<file path="config.mk">
export PLATFORM = sky130hd
export DESIGN_NAME = bif_bctl_arb
export DESIGN_NICKNAME = d
export VERILOG_FILES = /design/src/rtl/bif_bctl_pkg.sv /design/src/rtl/bif_bctl_tmo.sv /design/src/rtl/bif_bctl_arb.sv
export SDC_FILE = /design/constraint.sdc
export NUM_CORES = 1
export LEC_CHECK = 0
export CAP_MARGIN = 5
export CORE_MARGIN = 2
export CORE_UTILIZATION = 45
export DETAILED_ROUTE_END_ITERATION = 12
export PLACE_DENSITY_LB_ADDON = 0.08
export SETUP_SLACK_MARGIN = 0.5
export SYNTH_ARGS = -nofsm -noshare
export SYNTH_HDL_FRONTEND = slang
export SYNTH_SLANG_ARGS = --single-unit
</file>
<file path="constraint.sdc">
create_clock -name OSC -period 4.75 [get_ports OSC]
set_input_delay 0.95 -clock OSC [delete_from_list [all_inputs] [get_ports OSC]]
set_output_delay 0.95 -clock OSC [all_outputs]
set_load 0.05 [all_outputs]
</file>
<file path="src/rtl/bif_bctl_pkg.sv">
// Shared types and defaults for the BIF bus-control arbiter: FSM states,
// requester identities and the grant decode used by the top level.
package bif_bctl_pkg;

  typedef enum logic [2:0] {
    ST_IDLE  = 3'd0,
    ST_REF   = 3'd1,
    ST_GRANT = 3'd2,
    ST_WAIT  = 3'd3,
    ST_REC   = 3'd4
  } state_e;

  typedef enum logic [1:0] {
    OWN_REF = 2'd0,
    OWN_SEM = 2'd1,
    OWN_BUS = 2'd2,
    OWN_CPU = 2'd3
  } owner_e;

  localparam int REF_CYC_DEF = 4;
  localparam int TMO_CYC_DEF = 255;
  localparam int TMO_W_DEF   = 8;

  // Active-low grant vector {REF, SEM, BUS, CPU}; at most one bit is ever low.
  function automatic logic [3:0] grant_vec(input state_e st, input owner_e own);
    logic [3:0] g;
    g = 4'b1111;
    if (st == ST_REF) begin
      g[3] = 1'b0;
    end else if ((st == ST_GRANT) || (st == ST_WAIT)) begin
      case (own)
        OWN_SEM: g[2] = 1'b0;
        OWN_BUS: g[1] = 1'b0;
        OWN_CPU: g[0] = 1'b0;
        default: g    = 4'b1111;
      endcase
    end else begin
      g = 4'b1111;
    end
    return g;
  endfunction

endpackage

</file>
<file path="src/rtl/bif_bctl_tmo.sv">
// Loadable up-counter with a terminal flag; shared by the refresh hold
// length and the data-ready timeout in the arbiter.
module bif_bctl_tmo #(
  parameter int W = 8
) (
  input  logic         clk,
  input  logic         clr,
  input  logic         load,
  input  logic         en,
  input  logic [W-1:0] limit,
  output logic         last
);

  logic [W-1:0] cnt_q;
  logic [W-1:0] cnt_d;

  // load wins over count; counter idles at zero outside counted states
  always_comb begin
    cnt_d = cnt_q;
    if (load) begin
      cnt_d = '0;
    end else if (en) begin
      cnt_d = cnt_q + W'(1);
    end else begin
      cnt_d = cnt_q;
    end
  end

  // Counter register
  always_ff @(posedge clk) begin
    if (clr) begin
      cnt_q <= '0;
    end else begin
      cnt_q <= cnt_d;
    end
  end

  // Set during the cycle whose increment would reach the limit.
  assign last = (cnt_q == (limit - W'(1)));

endmodule

</file>
<file path="src/rtl/bif_bctl_arb.sv">
// BIF bus-control arbiter: grants one of refresh/semaphore/bus/CPU at a time,
// waits for data-ready and reports cycle end, timeout and parity error.
module bif_bctl_arb
  import bif_bctl_pkg::*;
#(
  parameter int REF_CYC = REF_CYC_DEF,
  parameter int TMO_CYC = TMO_CYC_DEF,
  parameter int TMO_W   = TMO_W_DEF
) (
  input  logic OSC,
  input  logic CLEAR,
  input  logic REFRQ50_n,
  input  logic SEMRQ50_n,
  input  logic BREQ50_n,
  input  logic CREQ_n,
  input  logic BDRY50_n,
  input  logic BPERR50_n,
  input  logic BLOCK25_n,
  output logic REFGNT_n,
  output logic SEMGNT_n,
  output logic BGNT_n,
  output logic CGNT_n,
  output logic CYCEND_n,
  output logic BERR_n,
  output logic PERR_n,
  output logic BUSY_n
);

  localparam logic [TMO_W-1:0] REF_LIM = TMO_W'(REF_CYC);
  localparam logic [TMO_W-1:0] TMO_LIM = TMO_W'(TMO_CYC);

  state_e     state_q, state_d;
  owner_e     owner_q, owner_d;
  logic       fair_q, fair_d;   // 1: CPU wins the next BUS/CPU contest
  logic [3:0] gnt_q, gnt_d;
  logic       cycend_q, cycend_d;
  logic       berr_q, berr_d;
  logic       perr_q, perr_d;
  logic       busy_q, busy_d;

  logic             tmo_load_s;
  logic             tmo_en_s;
  logic             tmo_last_s;
  logic [TMO_W-1:0] tmo_limit_s;
  logic             own_req_s;

  // One counter serves both REF hold and WAIT timeout; cleared everywhere else
  always_comb begin
    tmo_load_s  = 1'b1;
    tmo_en_s    = 1'b0;
    tmo_limit_s = TMO_LIM;
    if (state_q == ST_REF) begin
      tmo_load_s  = 1'b0;
      tmo_en_s    = 1'b1;
      tmo_limit_s = REF_LIM;
    end else if (state_q == ST_WAIT) begin
      tmo_load_s  = 1'b0;
      tmo_en_s    = BDRY50_n;
      tmo_limit_s = TMO_LIM;
    end else begin
      tmo_load_s  = 1'b1;
      tmo_en_s    = 1'b0;
      tmo_limit_s = TMO_LIM;
    end
  end

  bif_bctl_tmo #(
    .W (TMO_W)
  ) u_tmo (
    .clk   (OSC),
    .clr   (CLEAR),
    .load  (tmo_load_s),
    .en    (tmo_en_s),
    .limit (tmo_limit_s),
    .last  (tmo_last_s)
  );

  // Is the current owner still requesting (used for locked re-grant)
  always_comb begin
    own_req_s = 1'b0;
    case (owner_q)
      OWN_SEM: own_req_s = ~SEMRQ50_n;
      OWN_BUS: own_req_s = ~BREQ50_n;
      OWN_CPU: own_req_s = ~CREQ_n;
      default: own_req_s = 1'b0;
    endcase
  end

  // Next-state, arbitration and fairness update
  always_comb begin
    state_d = state_q;
    owner_d = owner_q;
    fair_d  = fair_q;
    case (state_q)
      ST_IDLE: begin
        if (!REFRQ50_n) begin
          state_d = ST_REF;
          owner_d = OWN_REF;
        end else if (!SEMRQ50_n) begin
          state_d = ST_GRANT;
          owner_d = OWN_SEM;
        end else if (!BREQ50_n && !CREQ_n) begin
          state_d = ST_GRANT;
          owner_d = fair_q ? OWN_CPU : OWN_BUS;
          fair_d  = ~fair_q;
        end else if (!BREQ50_n) begin
          state_d = ST_GRANT;
          owner_d = OWN_BUS;
        end else if (!CREQ_n) begin
          state_d = ST_GRANT;
          owner_d = OWN_CPU;
        end else begin
          state_d = ST_IDLE;
        end
      end
      ST_REF: begin
        if (tmo_last_s) begin
          state_d = ST_REC;
        end else begin
          state_d = ST_REF;
        end
      end
      ST_GRANT: begin
        state_d = ST_WAIT;
      end
      ST_WAIT: begin
        // Data ready takes precedence over a coincident timeout.
        if (!BDRY50_n) begin
          state_d = ST_REC;
        end else if (tmo_last_s) begin
          state_d = ST_REC;
        end else begin
          state_d = ST_WAIT;
        end
      end
      ST_REC: begin
        if (!BLOCK25_n && (owner_q != OWN_REF) && own_req_s) begin
          state_d = ST_GRANT;
        end else begin
          state_d = ST_IDLE;
        end
      end
      default: begin
        state_d = ST_IDLE;
      end
    endcase
  end

  // Output decode, registered so pins line up with the state register
  always_comb begin
    gnt_d    = grant_vec(state_d, owner_d);
    busy_d   = (state_d == ST_IDLE);
    cycend_d = 1'b1;
    perr_d   = 1'b1;
    berr_d   = 1'b1;
    if (state_q == ST_WAIT) begin
      if (!BDRY50_n) begin
        cycend_d = 1'b0;
        perr_d   = BPERR50_n;
      end else begin
        berr_d   = ~tmo_last_s;
      end
    end else begin
      cycend_d = 1'b1;
    end
  end

  // State, owner, fairness and output registers
  always_ff @(posedge OSC) begin
    if (CLEAR) begin
      state_q  <= ST_IDLE;
      owner_q  <= OWN_CPU;
      fair_q   <= 1'b1;
      gnt_q    <= 4'b1111;
      cycend_q <= 1'b1;
      berr_q   <= 1'b1;
      perr_q   <= 1'b1;
      busy_q   <= 1'b1;
    end else begin
      state_q  <= state_d;
      owner_q  <= owner_d;
      fair_q   <= fair_d;
      gnt_q    <= gnt_d;
      cycend_q <= cycend_d;
      berr_q   <= berr_d;
      perr_q   <= perr_d;
      busy_q   <= busy_d;
    end
  end

  assign REFGNT_n = gnt_q[3];
  assign SEMGNT_n = gnt_q[2];
  assign BGNT_n   = gnt_q[1];
  assign CGNT_n   = gnt_q[0];
  assign CYCEND_n = cycend_q;
  assign BERR_n   = berr_q;
  assign PERR_n   = perr_q;
  assign BUSY_n   = busy_q;

endmodule

</file>
==> results of run 1 <==
[metal layers]
layer / GRT usage [%] / wire [um]
met1: 17.54 / 765
met2: 27.06 / 904
met5: 0 / 0
met3: 3.801 / 64
met4: 7.895 / 20
[per-stage QoR]
stage	power [mW]	hold WS, ns	setup WS [ns]	std cells	instance area [um2]
finish	0.4067	0.5041	2.373	161	1237
global route	0.4262	0.5449	2.310	161	1237
CTS	0.4136	0.5081	2.348	161	1237
detailed placement	0.2720	0.4907	2.047	157	1185
global placement	0.2716	0.4785	2.089	157	1185
floorplan	0.2503	0.4615	2.542	116	1006
[power by group]
group | switching (mW) | internal (mW) | total (mW) | leakage [nW]
Combinational | 0.0364 | 0.0277 | 0.0641 | 0.226
Clock | 0.0540 | 0.0853 | 0.139 | 0.0279
Sequential | 0.0103 | 0.193 | 0.203 | 0.180
[kinds of logic (layout without fill, tap and decap cells)]
family	after synthesis	in the layout	synth area share (%)
AND/OR/NAND/NOR	61	61	31.09
flip-flops	22	22	43.78
AO/OA/AOI/OAI	18	18	13.43
XOR/XNOR	7	7	6.095
buffers and inverters	5	22	2.363
multiplexers	2	2	1.990
adder cells (fa/ha/maj)	1	1	1.244
[cell usage after synthesis, drive strengths merged]
| cell type | instances | area share [%] |
|---|---|---|
| clkbuf | 1 | 0.37 |
| or4b | 1 | 1.0 |
| mux2i | 2 | 2.0 |
| nand3b | 2 | 1.5 |
| inv | 2 | 0.75 |
| a21o | 1 | 0.75 |
| buf | 2 | 1.2 |
| xor2 | 3 | 2.6 |
| xnor2 | 4 | 3.5 |
| nor2b | 1 | 0.62 |
| nand4 | 2 | 1.2 |
| or4 | 1 | 0.75 |
| nor3 | 3 | 1.5 |
| nor4 | 2 | 1.2 |
| nor4b | 1 | 0.87 |
| nand4b | 1 | 0.87 |
| a311oi | 1 | 2.6 |
| a32o | 1 | 1.0 |
| nand2b | 4 | 2.5 |
| a21boi | 1 | 0.75 |
| o211ai | 1 | 1.2 |
| nand3 | 6 | 3.5 |
| or2 | 2 | 1.2 |
| dfxtp | 22 | 44 |
| o21a | 1 | 0.75 |
| nor2 | 15 | 5.6 |
| or3 | 5 | 3.1 |
| ha | 1 | 1.2 |
| a21oi | 6 | 3.4 |
| nand2 | 15 | 5.6 |
| o21ai | 6 | 3.0 |
[worst paths after layout]
check | endpoint | cells after the start
worst max-delay path | REFGNT_n | 1
worst min-delay path | u_tmo.cnt_q[1] | 2
worst max register to register | gnt_q[2] | 5
worst min register to register | u_tmo.cnt_q[1] | 2
[cells in the final DEF, fill, tap and decap left out, types with 2 or more instances in the layout]
cell                               n
sky130_fd_sc_hd__clkdlybuf4s50_1  16
sky130_fd_sc_hd__nor2_1           15
sky130_fd_sc_hd__nor3_1            3
sky130_fd_sc_hd__clkbuf_4          3
sky130_fd_sc_hd__or3_1             5
sky130_fd_sc_hd__inv_1             2
sky130_fd_sc_hd__nand2_1          15
sky130_fd_sc_hd__nand4_1           2
sky130_fd_sc_hd__a21oi_1           5
sky130_fd_sc_hd__nand3b_1          2
sky130_fd_sc_hd__xor2_1            3
sky130_fd_sc_hd__nand2b_1          4
sky130_fd_sc_hd__o21ai_0           6
sky130_fd_sc_hd__dfxtp_1          22
sky130_fd_sc_hd__mux2i_1           2
sky130_fd_sc_hd__xnor2_1           4
sky130_fd_sc_hd__nor4_1            2
sky130_fd_sc_hd__nand3_1           5
sky130_fd_sc_hd__or2_2             2
[cell type report]
cell class	instances	area [um2]
inverters	2	7.507
clock inverters	1	30.03
fillers	222	932.1
multi-input cells	89	541.8
clock buffers	3	22.52
flip-flops and latches	22	440.4
repair buffers	16	160.2
well taps	28	35.03
[state kept, by name, indices dropped and copies added, names as in the netlist]
register and count:
BUSY_n 1, gnt_q 4, CYCEND_n 1, BERR_n 1, u_tmo.cnt_q 8, fair_q 1
owner_q 2, PERR_n 1, state_q 3
==> flow_results.org, run 1 <==
** Critical path
- Crit path capture type :: primary output
- STA puts the critical path data arrival time at 1.43 ns.
- Number of buffer and inverter stages on the critical path :: 1
- In this run the worst path has a maximum fanout of 1.
- On the worst path, the slowest cell contributes a delay of 0.79 ns.
- Required time worst endpoint :: 3.80 ns
- Category of the most critical setup path :: register to primary output
- Critical-path cell list :: clkdlybuf4s50_1
- Cell family contributing the most delay on the critical path :: buffers and inverters
- Flop2flop setup slack :: 2.90 ns
- The critical path starts at gnt_q[3].
- STA classifies the critical path startpoint as a register.
- Reg-to-Reg Start :: state_q[1]
- Slowest cell on the critical path :: sky130_fd_sc_hd__clkdlybuf4s50_1

** Timing
- Headroom to the max-slew limit came out at 66.94%.
- Max Clock Skew :: 0.006113 ns
- Final-report hold violation count :: 0
- Slew Limit Fails :: 0
- For the pin with the worst max-slew slack, the measured transition is 0.4943 ns.
- Achievable clock frequency :: 420.6 MHz
- Final period demand of the worst path :: 2.377 ns
- Setup violations remaining at the end of the flow were counted as 0.
- Summed over all failing endpoints, the final setup total negative slack is 0 ns.
- Setup repair after global routing left no endpoint under its margin.
- Final clock period utilization by the worst path :: 50.05%

** Floorplanning
- In this run the horizontal extent of the chip is 51.28 um.
- The initial utilization of the core area, before any placement, comes to 46.37%.
- Ports :: 17
- In this run the vertical extent of the chip is 51.28 um.
- The die covers 0.002630 mm2.
- Core box area :: 0.002170 mm2
- Total number of placement rows :: 17

** Clocking
- The number of clock buffers added by TritonCTS is 3.
- After clock tree synthesis, the clock-pin slew on the worst setup and hold paths is 0.12 ns.
- Hold-fix buffers at CTS :: 0
- For the worst-skew pair, the clock arrives at the later sink with an insertion delay of 0.30 ns.
- The cell sitting at the root of the clock tree is a sky130_fd_sc_hd__clkbuf_4.
- Maximum number of buffers from clock root to sink :: 2
- In this run, post-CTS repair resized a total of 0 instances.
- TritonCTS built the clock tree.
- Number of post-CTS setup repair buffers :: 0
- CTS H-Tree Depth :: 1
- TritonCTS Sinks :: 22

** Synthesis
- Yosys printed 0 warnings.
- Number of distinct library cells after synthesis :: 34
- Counting every instance in the synthesized netlist gives 116.
- Of the synthesized area, sequential elements account for 43.78%.
- Flip-flop and latch count after synthesis :: 22
- Summing every instance area after synthesis gives 0.001006 mm2.
- Avg Inst Size Synth :: 8.672 um2
- Synthesized netlist net count :: 126

** Routing
- Dividing the detail-routed via count by the number of cells gives 5.199.
- Final ANT Viol Nets :: 0
- For this run, design rule violations remaining after detail routing come to 0.
- Total wire length :: 1755 um
- Across all layers, the routed design uses 837 vias.
- In the final routed layout, each cell accounts on average for 10.90 um.
- For this block, the initial DRC count from the detailed router was 13.
- The first TritonRoute pass finished after 4 iterations.

** Layout
- Inserted Diodes :: 0
- Core Util, Final :: 57.04%
- Final net count :: 144
- Fraction of final layout cells sized beyond drive strength 1 :: 7.519%
- Area grow syn2layout :: 23.01%

** Global routing
- The number of antenna violations at the first check in global routing was 0.
- First-pass GRT wire length :: 3091 um
- Via count of the first global-routing pass :: 794
- For this run the aggregate overflow at the end of global routing stands at 0.
- Entering global routing, the biggest net connects 14 pins.
- Total global-route track usage :: 15.55%

** Placement
- Global placer's final weighted congestion :: 0.7618
- Half-perimeter wire length after placement :: 1349 um
- Port buffering added 16 buffers.

** Power
- Largest voltage drop on the vdd net :: 0.1728 mV
- The analysis attributes to cell leakage a power of 0.4340 nW.
- In this run the power density over the cells is 328.6 mW/mm2.

** Run status
- Status :: finished, final reports clean

** Job
- The tool flagged a number of max-cap violations equal to 0.

** Min path
- Class of the tightest hold or removal check :: register to register
- The worst hold path begins at u_tmo.cnt_q[1].
Power figures use the tool's default switching activity.
==> run 2: changes to the inputs <==
Clock period 4.75 ns to 2 ns, I/O delays scaled along.
==> flow_results.org, run 2 (synthesis results as in run 1) <==
** Run status
- Status: finished, final reports clean (unchanged).

** Routing
- DR WL/cell :: 12.68 um (was 10.90 um)
- Drt first pass iters :: 4 (unchanged)
- The post-detailed-route DRC marker count was 0 (unchanged).
- Via density per instance :: 5.291 (was 5.199)
- The remaining antenna violation count was 0 (unchanged).
- Vias :: 963 (was 837)
- Total wire length :: 2308 um (was 1755 um)
- Initial drt markers :: 20 (was 13)

** Layout
- Most used cells in the layout excluding fill and tap cells: sky130_fd_sc_hd__buf_4 (17), sky130_fd_sc_hd__dfxtp_1 (16), sky130_fd_sc_hd__nand2_1 (15) (was sky130_fd_sc_hd__dfxtp_1 (22), sky130_fd_sc_hd__clkdlybuf4s50_1 (16), sky130_fd_sc_hd__nand2_1 (15), sky130_fd_sc_hd__nor2_1 (15), sky130_fd_sc_hd__o21ai_0 (6)).
- Area grow syn2layout :: 49.75% (was 23.01%)
- Biggest regs :: u_tmo.cnt_q: 8 flops, gnt_q: 4 flops, state_q: 3 flops (unchanged)
- The net count reported at finish is 165 (was 144).
- The final standard cell utilization of the core was 69.43% (was 57.04%).
- The register ranked first by flip-flop count is u_tmo.cnt_q (unchanged).
- The number of diodes added for antenna fixing was 0 (unchanged).
- The number of standard cells in the layout, taps in and fillers out was 182 (was 161).
- Fraction of final layout cells sized beyond drive strength 1 :: 36.36% (was 7.519%)
- The most common library cell in the layout ignoring fill and taps is sky130_fd_sc_hd__buf_4 (was sky130_fd_sc_hd__dfxtp_1).
- Flip-flop count of the largest register after layout :: 8 (unchanged)

** Timing
- The tightest hold margin came to 0.5113 ns (was 0.5041 ns).
- Final period demand of the worst path :: 1.643 ns
- Final clock period utilization by the worst path :: 82.16%
- Max Clock Skew :: 0.008653 ns (was 0.006113 ns)
- Least-Margin Pin Slew :: 0.4142 ns (was 0.4943 ns)
- The final count of pins violating max slew came to 0 (unchanged).
- Final-report hold violation count :: 0 (unchanged)
- RSZ-0062 raised after global routing: yes (was no).
- Total Negative Setup Slacks :: 0 ns (unchanged)
- The headroom to the max-slew limit is 72.18% (was 66.94%).
- Timing would allow up to 608.6 MHz.
- Count of endpoints failing setup in the final report :: 0 (unchanged)

** Critical path
- Required time worst endpoint :: 2.20 ns (was 3.80 ns)
- The critical path's largest stage delay came to 0.51 ns (was 0.79 ns).
- The category of the most critical setup path was register to register (was register to primary output).
- The cell at the slowest stage of the critical path is sky130_fd_sc_hd__or4b_4 (was sky130_fd_sc_hd__clkdlybuf4s50_1).
- Critical-path cell list: or4b_4 > a21oi_2 > o211ai_2 > a311oi_4 > nand2_1 (was clkdlybuf4s50_1).
- Biggest fanout along the worst timing path :: 4 (was 1)
- The launching element type of the critical path is a register (unchanged).
- The sort of element at the end of the critical path was a register (was primary output).
- Reg2reg path depth :: 5 (unchanged)
- Crit path arrival time :: 1.84 ns (was 1.43 ns)

** Power
- The largest voltage drop on the vdd net came to 0.4751 mV (was 0.1728 mV).
- The standby leakage power was 0.5779 nW (was 0.4340 nW).
- PD cells :: 676.8 mW/mm2 (was 328.6 mW/mm2)

** Placement
- The HPWL after detailed placement was 1518 um (was 1349 um).
- The number of port buffers was 16 (unchanged).
- Global placer's final weighted congestion :: 0.7398 (was 0.7618)
- The total instance count after detailed placement was 166 (was 157).

** Clocking
- TritonCTS Sinks :: 22 (unchanged)
- Clock root buffer :: sky130_fd_sc_hd__clkbuf_4 (unchanged)
- Clk Latency, worst-skew pair :: 0.30 ns (about the same)
- Maximum number of buffers from clock root to sink :: 2 (unchanged)
- The number of buffers created by CTS was 3 (unchanged).
- TritonCTS clock tree :: yes (unchanged)
- Clock edge transition at the registers on the reported setup and hold paths :: 0.12 ns (about the same)
- CTS H-Tree Depth :: 1 (unchanged)

** Global routing
- The total congestion overflow is 0 (unchanged).
- The wire length of the first global-routing pass came to 3739 um (was 3091 um).
- Via count of the first global-routing pass :: 918 (was 794)
- The maximum number of pins on one net before global-route repair came to 14 (unchanged).
- The number of antenna violations at the first check in global routing was 0 (unchanged).
- The total routing resource utilization after global routing is 19.37% (was 15.55%).

** Floorplanning
- The number of placed I/O pins came to 17 (unchanged).
- Total number of placement rows :: 17 (unchanged)
- Die H :: 51.28 um (unchanged)
- The floorplan die area is 0.002630 mm2 (unchanged).
- The starting density of the core was 46.37% (unchanged).
- The die width came to 51.28 um (unchanged).
- The area of the core region came to 0.002170 mm2 (unchanged).

** Min path
- Class of the tightest hold or removal check :: register to register (unchanged)
- Number of stages on the worst hold path :: 2 (unchanged)

** Job
- Number of max-capacitance violations reported :: 0 (unchanged)
run 2: through the flow:
| stage | setup slack [ns] | power [mW] | area [um2] |
|---|---|---|---|
| 3_3_place_gp | -0.02141 | 0.6645 | 1257 |
| 2_1_floorplan | 0.4235 | 0.5950 | 1011 |
| 4_1_cts | 0.3342 | 1.025 | 1449 |
| 5_1_grt | 0.2906 | 1.073 | 1506 |
| 3_5_place_dp | -0.05269 | 0.6672 | 1257 |
| 6_report | 0.3568 | 1.020 | 1506 |
run 2: critical path: cells and delay by family, from the launching register on:
kind	cells	cell delay (ns)
compound gates	3	0.60
flops	1	0.37
simple gates	2	0.60
run 2: layout make-up:
class                           instances  area [um2]
Multi-Input combinational cell         89       619.3
Sequential cell                        22       455.4
Timing Repair Buffer                   37       336.6
Fill cell                             186       663.1
Clock buffer                            3       22.52
Clock inverter                          1       30.03
Tap cell                               28       35.03
Inverter                                2       7.507
run 2: power breakdown:
part           internal [mW]  switching, mW  leakage (nW)
Clock                  0.203          0.131        0.0279
Combinational          0.100          0.114         0.367
Sequential             0.457         0.0155         0.183
Total                  0.759          0.260         0.578
run 2: what timing repair did:
| action | 4_1_cts | 5_1_grt |
|---|---|---|
| setup buffers | 9 | 3 |
| pin swaps | 12 | 7 |
| setup endpoints to repair | 17 | 14 |
| hold buffers | 0 | 0 |
| resized for setup | 45 | 11 |
run 2: routing by layer:
layer  global-route usage, %  vias up  share of wire, %
met3                   3.801        8               3.5
li1                        -      481                 -
met4                   10.96        0               2.5
met5                       0        -                 0
met2                   36.15       23                54
met1                   19.93      451                40
run 2: final timing paths:
kind             startpoint        endpoint  slack (ns)
max              state_q[0]        gnt_q[0]        0.36
min reg2reg  u_tmo.cnt_q[1]  u_tmo.cnt_q[1]        0.51
max reg2reg      state_q[0]        gnt_q[0]        0.36
min          u_tmo.cnt_q[1]  u_tmo.cnt_q[1]        0.51
==> run 3: changes to the inputs <==
Clock period 2 ns to 1.55 ns, I/O delays scaled along.
==> flow_results.org, run 3 (synthesis results as in run 1) <==
** Floorplanning
- The floorplan die area was 0.002630 mm2 (unchanged).
- The chip height came to 51.28 um (unchanged).
- The area of the core region is 0.002170 mm2 (unchanged).
- The number of placed I/O pins came to 17 (unchanged).
- The site row count came to 17 (unchanged).
- The die width was 51.28 um (unchanged).
- The starting density of the core came to 46.37% (unchanged).

** Power
- The largest voltage drop on the vdd net was 0.8880 mV (was 0.4751 mV).
- The part of the power in registers was 43.0% (was 46.3%).
- Fraction of power spent switching nets :: 27.84% (was 25.51%)
- Gate power share :: 25.7% (was 21.0%)
- The power dissipated by switching net loads came to 0.3993 mW (was 0.2601 mW).
- The cell-internal power was 1.035 mW (was 0.7595 mW).
- The areal power density over the cells was 843.0 mW/mm2 (was 676.8 mW/mm2).
- The proportion of power drawn by the clock network was 31.4% (was 32.7%).
- The standby leakage power came to 0.6534 nW (was 0.5779 nW).

** Routing
- The total number of vias was 1027 (was 963).
- Post-route DRC violation count :: 0 (unchanged)
- The final wirelength was 2768 um (was 2308 um).
- Via density per instance :: 5.377 (was 5.291)
- DR WL/cell :: 14.49 um (was 12.68 um)
- Initial drt markers :: 20 (unchanged)
- Final ANT Viol Nets :: 0 (unchanged)
- The total iterations of the first detailed-routing run came to 4 (unchanged).

** Timing
- Final-layout worst hold slack :: 0.5071 ns (was 0.5113 ns)
- Max Clock Skew :: 0.01105 ns (was 0.008653 ns)
- RSZ-0062 raised after global routing :: yes (unchanged)
- Slew Limit Fails :: 0 (unchanged)
- The final total negative setup slack came to -0.3353 ns (was 0 ns).
- Final-report hold violation count :: 0 (unchanged)
- The final critical-path share of the clock period came to 106.6% (was 82.16%).
- Least-Margin Pin Slew :: 0.3455 ns (was 0.4142 ns)
- Worst relative slew slack :: 76.64% (was 72.18%)
- Count of endpoints failing setup in the final report :: 5 (was 0)
- Achievable clock frequency :: 605.4 MHz (was 608.6 MHz)
- The minimum period implied by the final worst setup slack was 1.652 ns (was 1.643 ns).
- The slack of the critical path came to -0.1018 ns (was 0.3568 ns).

** Layout
- The number of flip-flops under the largest register name is 8 (unchanged).
- Commonest non-fill, non-tap cell in the layout :: sky130_fd_sc_hd__buf_4 (unchanged)
- Area grow syn2layout :: 69.15% (was 49.75%)
- Biggest regs: u_tmo.cnt_q: 8 flops, gnt_q: 4 flops, state_q: 3 flops (unchanged).
- Fraction of final layout cells sized beyond drive strength 1 :: 50.92% (was 36.36%)
- The net count reported at finish came to 174 (was 165).
- The filler cell count in the final layout came to 149 (was 186).
- Inserted Diodes :: 0 (unchanged)
- Final instance count without filler cells :: 191 (was 182)
- The final standard cell utilization of the core came to 78.43% (was 69.43%).
- Most used cells in the layout excluding fill and tap cells: sky130_fd_sc_hd__buf_4 (25), sky130_fd_sc_hd__dfxtp_2 (11), sky130_fd_sc_hd__nand2_1 (11), sky130_fd_sc_hd__nor2_1 (11), sky130_fd_sc_hd__dfxtp_1 (10) (was sky130_fd_sc_hd__buf_4 (17), sky130_fd_sc_hd__dfxtp_1 (16), sky130_fd_sc_hd__nand2_1 (15)).
- Top reg by flops :: u_tmo.cnt_q (unchanged)

** Critical path
- The signal arrival time at the worst endpoint was 1.85 ns (was 1.84 ns).
- Number of buffer and inverter stages on the critical path :: 0 (unchanged)
- The family of cells with the greatest summed delay on the critical path is simple AND/OR/NAND/NOR gates (was compound AO/OA/AOI/OAI gates).
- The required time of the critical path is 1.75 ns (was 2.20 ns).
- Category of the most critical setup path :: register to register (unchanged)
- The critical path's largest stage delay came to 0.53 ns (was 0.51 ns).
- Critical-path cell list :: or4b_4 > a21oi_2 > o211ai_2 > a311oi_4 > nand2_1 (unchanged)
- Crit path capture type :: register (unchanged)
- The launching element type of the critical path is a register (unchanged).
- The cell at the slowest stage of the critical path is sky130_fd_sc_hd__or4b_4 (unchanged).
- The reg-to-reg setup timing slack came to -0.10 ns (was 0.36 ns).
- Biggest fanout along the worst timing path :: 4 (unchanged)

** Clocking
- The clock root buffer was sky130_fd_sc_hd__clkbuf_4 (unchanged).
- Maximum number of buffers from clock root to sink :: 2 (unchanged)
- The clock input transition at the sequential cells of the worst setup and hold paths was 0.14 ns (was 0.12 ns).
- Clk Latency, worst-skew pair :: 0.32 ns (was 0.30 ns)
- TritonCTS buffer count :: 3 (unchanged)
- The count of hold-fix buffers inserted at cts is 0 (unchanged).
- The CTS tree is yes (unchanged).
- The H-tree depth was 1 (unchanged).
- The clock sink total came to 22 (unchanged).

** Global routing
- Total global-route track usage :: 22.70% (was 19.37%)
- Total congestion overflow :: 0 (unchanged)
- The wire length of the first global-routing pass came to 4422 um (was 3739 um).
- The maximum number of pins on one net before global-route repair came to 14 (unchanged).
- Initial antenna violation count :: 0 (unchanged)
- The number of global-route vias before repair was 1037 (was 918).

** Placement
- Post-Place Worst Slack :: -0.4258 ns (was -0.05269 ns)
- The weighted congestion at the end of routability-driven global placement is 0.7857 (was 0.7398).
- Half-perimeter wire length after placement :: 1674 um (was 1518 um)
- # placed instances :: 177 (was 166)
- The number of port buffers was 16 (unchanged).

** Job
- The reported max-cap violation count was 0 (unchanged).

** Min path
- Class of the tightest hold or removal check :: register to register (unchanged)

** Run status
- The checks that failed: negative setup slack.
- Status :: complete, but fails checks (was finished, final reports clean)
[run 3: power groups by stage]
stage | combinational (mW) | clock, mW | sequential, mW
after floorplan | 0.118 | 0 | 0.653
after global placement | 0.251 | 0 | 0.621
after detailed placement | 0.255 | 0 | 0.621
after CTS | 0.306 | 0.449 | 0.615
after global routing | 0.388 | 0.478 | 0.619
final | 0.368 | 0.450 | 0.617
[run 3: repair_timing]
item                       CTS  global route
gates resized for setup     47            20
buffers inserted             4             6
pin swaps                    8             6
setup endpoints to repair   30            30
[run 3: metal layers]
metal	track usage, %	vias up	routed length [um]
met5	0	-	0
met4	4.825	0	34
met3	5.556	8	108
met2	44.59	27	1516
met1	24.13	491	1109
li1	-	501	-
[run 3: tightest hold or removal path, stage by stage, from the launching register on]
cell and delay, ns:
sky130_fd_sc_hd__dfxtp_1 0.37, sky130_fd_sc_hd__nand2_2 0.07, sky130_fd_sc_hd__a21oi_2 0.04
[run 3: path summary, 6_finish.rpt]
check | startpoint | endpoint | cells past startpoint
hold / removal | u_tmo.cnt_q[1] | u_tmo.cnt_q[1] | 2
setup / recovery | state_q[1] | gnt_q[0] | 5
setup reg to reg | state_q[1] | gnt_q[0] | 5
hold reg to reg | u_tmo.cnt_q[1] | u_tmo.cnt_q[1] | 2
[run 3: metrics by stage]
stage          power (mW)  cell area [um2]
5_1_grt             1.485             1702
4_1_cts             1.370             1585
2_1_floorplan      0.7712             1040
6_report            1.434             1702
3_3_place_gp       0.8721             1344
3_5_place_dp       0.8767             1344
[run 3: final cells by class]
type | count | area [um2] | share of cell area [%]
Sequential cell | 22 | 457.9 | 26.91
Multi-Input combinational cell | 89 | 701.9 | 41.25
Timing Repair Buffer | 46 | 446.7 | 26.25
Tap cell | 28 | 35.03 | 2.059
Inverter | 2 | 7.507 | 0.4412
Clock buffer | 3 | 22.52 | 1.324
Clock inverter | 1 | 30.03 | 1.765
